## config.mk

```make
export PLATFORM = sky130hd
export DESIGN_NAME = video_window_gen
export DESIGN_NICKNAME = d
export VERILOG_FILES = /design/src/rtl/video_window_gen.sv
export SDC_FILE = /design/constraint.sdc
export NUM_CORES = 1
export LEC_CHECK = 0
export ABC_AREA = 1
export BUFFER_PORTS_ARGS = -buffer_cell sky130_fd_sc_hd__buf_2
export CORE_MARGIN = 3
export CORE_UTILIZATION = 50
export CTS_CLUSTER_DIAMETER = 50
export DETAILED_ROUTE_END_ITERATION = 8
export PLACE_DENSITY = 0.75
export REMOVE_ABC_BUFFERS = 1
export SYNTH_ARGS = -nofsm -noshare
export SYNTH_HDL_FRONTEND = slang
export SYNTH_SLANG_ARGS = --single-unit
export TNS_END_PERCENT = 100
```

## constraint.sdc

```tcl
create_clock -name clk_sys -period 3.1 [get_ports clk_sys]
set_clock_uncertainty 0.05 [all_clocks]
set_input_delay 0.62 -clock clk_sys [delete_from_list [all_inputs] [get_ports clk_sys]]
set_output_delay 0.62 -clock clk_sys [all_outputs]
set_load 0.1 [all_outputs]
```

## src/rtl/video_window_gen.sv

```systemverilog
// video_window_gen: recovers a pixel clock-enable, resynchronised syncs,
// h/v position counters and blanking windows from the core's raw hs/vs.
// Optional feature macro: VIDEO_WINDOW_MEASURE_EN builds line/frame
// measurement and the lock FSM; blanking is then also forced while unlocked.
// Without it, line_len/frame_lines read 0 and locked reads 1.
module video_window_gen #(
  parameter int unsigned CE_DIV      = 16,
  parameter int unsigned CNT_W       = 9,
  parameter int unsigned H_START     = 34,
  parameter int unsigned H_END       = 214,
  parameter int unsigned V_START     = 25,
  parameter int unsigned V_END       = 254,
  parameter int unsigned LOCK_FRAMES = 3
) (
  input  logic             clk_sys,
  input  logic             reset_l,
  input  logic             hs_in,
  input  logic             vs_in,
  output logic             ce_pix,
  output logic             hsync,
  output logic             vsync,
  output logic             hblank,
  output logic             vblank,
  output logic [CNT_W-1:0] h_cnt,
  output logic [CNT_W-1:0] v_cnt,
  output logic [CNT_W-1:0] line_len,
  output logic [CNT_W-1:0] frame_lines,
  output logic             locked
);

  localparam int unsigned      DIV_W    = $clog2(CE_DIV);
  localparam logic [DIV_W-1:0] DIV_LAST = DIV_W'(CE_DIV - 1);
  localparam logic [CNT_W-1:0] CNT_MAX  = {CNT_W{1'b1}};

  // Counters stick at all-ones instead of wrapping, so a lost sync is visible.
  function automatic logic [CNT_W-1:0] sat_inc(input logic [CNT_W-1:0] x);
    return (x == CNT_MAX) ? x : x + 1'b1;
  endfunction

  logic [DIV_W-1:0] div;
  logic             line_start;
  logic             frame_start;
  logic             h_win_blank;
  logic             v_win_blank;

  // Edges are detected against the resynchronised copies, on pixel ticks only.
  assign line_start  = ce_pix & hs_in & ~hsync;
  assign frame_start = line_start & vs_in & ~vsync;

  assign h_win_blank = (h_cnt >= CNT_W'(H_END)) | (h_cnt < CNT_W'(H_START));
  assign v_win_blank = (v_cnt < CNT_W'(V_START)) | (v_cnt > CNT_W'(V_END));

  // Clock divider; ce_pix is high for the one clock after div reaches its last count.
  always_ff @(posedge clk_sys or negedge reset_l) begin
    if (!reset_l) begin
      div    <= '0;
      ce_pix <= 1'b0;
    end else begin
      // NOTE: non-blocking assignments keep every register sampling pre-edge values.
      div    <= (div == DIV_LAST) ? '0 : div + 1'b1;
      ce_pix <= (div == DIV_LAST);
    end
  end

  // Sync resampling and h/v position counters, advanced on pixel ticks.
  always_ff @(posedge clk_sys or negedge reset_l) begin
    if (!reset_l) begin
      hsync <= 1'b0;
      vsync <= 1'b0;
      h_cnt <= '0;
      v_cnt <= '0;
    end else if (ce_pix) begin
      hsync <= hs_in;
      if (line_start) begin
        h_cnt <= '0;
        vsync <= vs_in;
        v_cnt <= frame_start ? '0 : sat_inc(v_cnt);
      end else begin
        h_cnt <= sat_inc(h_cnt);
      end
    end
  end

`ifdef VIDEO_WINDOW_MEASURE_EN
  typedef enum logic [1:0] {UNLOCKED, COUNTING, LOCKED} lock_state_e;

  lock_state_e      state_q, state_d;
  logic [3:0]       mc_q, mc_d;
  logic [CNT_W-1:0] ll_new, fl_new, prev_ll;
  logic             sat_seen, sat_now, match;

  assign ll_new  = sat_inc(h_cnt);
  assign fl_new  = sat_inc(v_cnt);
  assign sat_now = (h_cnt == CNT_MAX) | (v_cnt == CNT_MAX);
  // frame_lines still holds the previous frame's capture; prev_ll holds its line length.
  assign match   = (ll_new == prev_ll) && (fl_new == frame_lines);

  // Line/frame measurement capture and saturation tracking between frame starts.
  always_ff @(posedge clk_sys or negedge reset_l) begin
    if (!reset_l) begin
      line_len    <= '0;
      frame_lines <= '0;
      prev_ll     <= '0;
      sat_seen    <= 1'b0;
    end else begin
      if (frame_start)  sat_seen <= 1'b0;
      else if (sat_now) sat_seen <= 1'b1;
      if (line_start) line_len <= ll_new;
      if (frame_start) begin
        frame_lines <= fl_new;
        prev_ll     <= ll_new;
      end
    end
  end

  // Lock FSM state register.
  always_ff @(posedge clk_sys or negedge reset_l) begin
    if (!reset_l) begin
      state_q <= UNLOCKED;
      mc_q    <= '0;
    end else begin
      state_q <= state_d;
      mc_q    <= mc_d;
    end
  end

  // Lock FSM next-state, evaluated only on frame starts.
  always_comb begin
    // NOTE: defaults first so every path assigns every output and no latch is inferred.
    state_d = state_q;
    mc_d    = mc_q;
    if (frame_start) begin
      unique case (state_q)
        UNLOCKED: begin
          state_d = COUNTING;
          mc_d    = '0;
        end
        COUNTING: begin
          if (match) begin
            mc_d = mc_q + 4'd1;
            if (mc_q + 4'd1 == 4'(LOCK_FRAMES)) state_d = LOCKED;
          end else begin
            mc_d = '0;
          end
        end
        LOCKED: begin
          if (!match || sat_seen || sat_now) begin
            state_d = UNLOCKED;
            mc_d    = '0;
          end
        end
        default: begin
          state_d = UNLOCKED;
          mc_d    = '0;
        end
      endcase
    end
  end

  assign locked = (state_q == LOCKED);
  assign hblank = h_win_blank | ~locked;
  assign vblank = v_win_blank | ~locked;
`else
  assign line_len    = '0;
  assign frame_lines = '0;
  assign locked      = 1'b1;
  assign hblank      = h_win_blank;
  assign vblank      = v_win_blank;
`endif

endmodule

```

==> results.py <==
metrics = {
    "cts": {
        "cts_setup_buffers": 0,
        "cts.sinks": 25,
        "holdBufCountCts": 0,
        "cts.clk_slew.worst_paths_ps": 130,
        "cts_tree": "yes",
        "ctsRootBufferMaster": "clkbuf_4",
        "cts_buffer_depth": 2,
        "htree_levels": 1,
        "worstSkewPairLatency_ps": 310,
        "post_cts_resize_count": 0,
        "cts_made_buffers": 3,
    },
    "timing": {
        "post-route-period-util_pct": 78.9,
        "setup_violations": 0,
        "slew_viol_final": 0,
        "fin_crit_ps": 2450,
        "whs_ps": 224,
        "fin_ws_ps": 655,
        "max_slew_margin_pct": 62.2,
        "clock.fmax_mhz": 409,
        "final_hold_viol_count": 0,
        "grt_setup_unrepaired": "no",
        "finalSetupTns_ps": 0,
        "worstMarginPinSlew_ps": 567,
    },
    "critical_path": {
        "critPathArrivalTime_ps": 1780,
        "crit_path_end_kind": "primary output",
        "path_cells": "or2_2 -> o21ai_0 -> a21oi_1 -> nand2_1 -> buf_2",
        "crit_slowest_cell": "dfrtp_1",
        "cp_max_fo": 7,
        "slowest_delay_ps": 460,
        "crit_family": "flip-flops",
        "critPathLaunchType": "flip-flop",
        "path_class": "flip-flop to primary output",
        "cp.required_ps": 2430,
        "crit_buf_inv": 1,
    },
    "flow_run": {
        "maxCapViolCount": 0,
    },
    "power": {
        "total_power_uw": 778,
        "vdd_drop_max_mv": 0.332,
        "p_leak_uw": 0.000987,
        "power_density_nw_per_um2": 448,
    },
    "routing": {
        "drc": 0,
        "dr.pass1.iters": 4,
        "drt-initial-drc-count": 70,
        "wirelength_microns": 3150,
        "ant_nets": 0,
        "vias": 1325,
        "wire_per_inst_microns": 11.4,
        "viasPerCell": 4.80,
    },
    "layout": {
        "drive_above_1_share_pct": 18.4,
        "finalNetCount": 246,
        "fillCellCount": 297,
        "area_growth_pct": 8.10,
        "insertedDiodeCount": 0,
        "layout_common_cells": "nand2_1, buf_2, dfrtp_1",
        "final_common_cell": "nand2_1",
    },
    "floorplan": {
        "boundaryPins": 46,
        "row_count": 19,
        "die_w_microns": 62.7,
        "core_sq_um": 2900,
        "dieArea_sq_um": 3930,
        "start_util_pct": 55.4,
        "die_h_microns": 62.7,
    },
    "global_routing": {
        "grt_max_degree": 26,
        "grt_usage_pct": 17.2,
        "antenna_found_initial": 0,
        "grt_overflow": 0,
        "grt_pass1_wl_microns": 5560,
        "grt_pass1_vias": 1254,
    },
    "logic_synthesis": {
        "netlist_area_sq_um": 1610,
        "synthAdderAreaFrac_pct": 5.45,
        "synthMuxAreaShare_pct": 0,
        "synth_xor_area_share_pct": 1.09,
        "ys_types": 26,
        "synth-seq-cells": 25,
        "syn_avg_cell_area_sq_um": 7.80,
        "ys_seq_area_share_pct": 38.9,
        "synth_cells": 206,
        "ys.warnings.count": 0,
        "synth_top_family_by_area": "simple AND/OR/NAND/NOR gates",
        "synth-compound-area-share_pct": 7.87,
        "yosys.area_share.simple_pct": 31.2,
    },
    "status": {
        "status": "finished, final reports clean",
    },
    "place": {
        "dp_slack_ps": 1010,
        "gp_congestion": 0.881,
        "dp_hpwl_microns": 2420,
        "port_buffers": 26,
    },
    "worst_hold_path": {
        "hold_class": "input port to asynchronous set/reset pin",
    },
}
==> cell families after synthesis <==
kind of cell,after synthesis
DFF,25
and+or+nand+nor,101
buffers and inverters,45
AOI/OAI and AO/OA,24
xor gates and xnor gates,2
other,2
adders and majority gates,7
==> synthesized netlist by cell type <==
| cell | instances | area, sq um |
|---|---|---|
| nand2_1 | 46 | 173 |
| dfrtp_1 | 25 | 626 |
| inv_1 | 24 | 90.1 |
| buf_4 | 19 | 143 |
| nor2_1 | 18 | 67.6 |
| nand3_1 | 17 | 85.1 |
| a21oi_1 | 10 | 50.1 |
| o21ai_0 | 8 | 40.0 |
| ha_1 | 7 | 87.6 |
| nand4_1 | 4 | 25.0 |
| o21ai_1 | 4 | 20.0 |
| conb_1 | 2 | 7.51 |
| inv_2 | 2 | 7.51 |
| nand2_2 | 2 | 12.5 |
| nand2_4 | 2 | 22.5 |
| nand3_4 | 2 | 35.0 |
| nand3b_1 | 2 | 15.0 |
| nor3_1 | 2 | 10.0 |
| or2_2 | 2 | 12.5 |
| xor2_1 | 2 | 17.5 |
| and2_1 | 1 | 6.26 |
| nor2_2 | 1 | 6.26 |
| nor2_4 | 1 | 11.3 |
| nor2_8 | 1 | 20.0 |
| o21ai_2 | 1 | 8.76 |
| o31ai_1 | 1 | 7.51 |
==> power breakdown <==
part / leakage, uW / total, uW / internal (uW) / switching, uW
registers: 0.000310 / 355 / 339 / 16.7
logic: 0.000662 / 278 / 27.2 / 251
clock network: 0.0000150 / 145 / 50.3 / 94.3
total: 0.000987 / 778 / 416 / 362
==> state kept, by name, summed over array words and instances (netlist names) <==
register / cells
hsync: 1
div: 4
v_cnt: 9
vsync: 1
h_cnt: 9
ce_pix: 1
==> cell type report <==
class / count / area (sq um) / area share [%]
inverters: 26 / 97.6 / 5.62
clock buffers: 4 / 26.3 / 1.51
flip-flops and latches: 25 / 626 / 36.0
multi-input cells: 153 / 805 / 46.3
repair buffers: 26 / 130 / 7.49
well taps: 42 / 52.6 / 3.03
==> path summary, 6_finish.rpt <==
check                              start  slack [ps]  depth (start not counted)       end
worst min register to register    div[2]         460                          1    div[2]
min in group clk_sys              div[2]         460                          1    div[2]
worst max register to register  h_cnt[1]        1210                         12  h_cnt[1]
worst min-delay path             reset_l         220                          1  h_cnt[4]
worst max-delay path            h_cnt[2]         650                          5    hblank
max in group asynchronous        reset_l        2400                          1     hsync
==> metal layers <==
metal,share of wire [%],vias to the layer above,routed length [microns],GRT usage (%)
met3,5.7,4,178,4.50
li1,-,678,-,-
met1,46,606,1440,20.9
met4,0.92,0,29,3.03
met5,0,-,0,0
met2,48,37,1500,30.8
==> stage by stage <==
| step | std cells | area (sq um) | util [%] |
|---|---|---|---|
| CTS | 276 | 1740 | 59.9 |
| floorplan | 204 | 1530 | - |
| global placement | 272 | 1710 | 59.0 |
| finish | 276 | 1740 | 59.9 |
| global route | 276 | 1740 | 59.9 |
| detailed placement | 272 | 1710 | 59.0 |
Note: power is estimated with default switching activity, not from simulation.
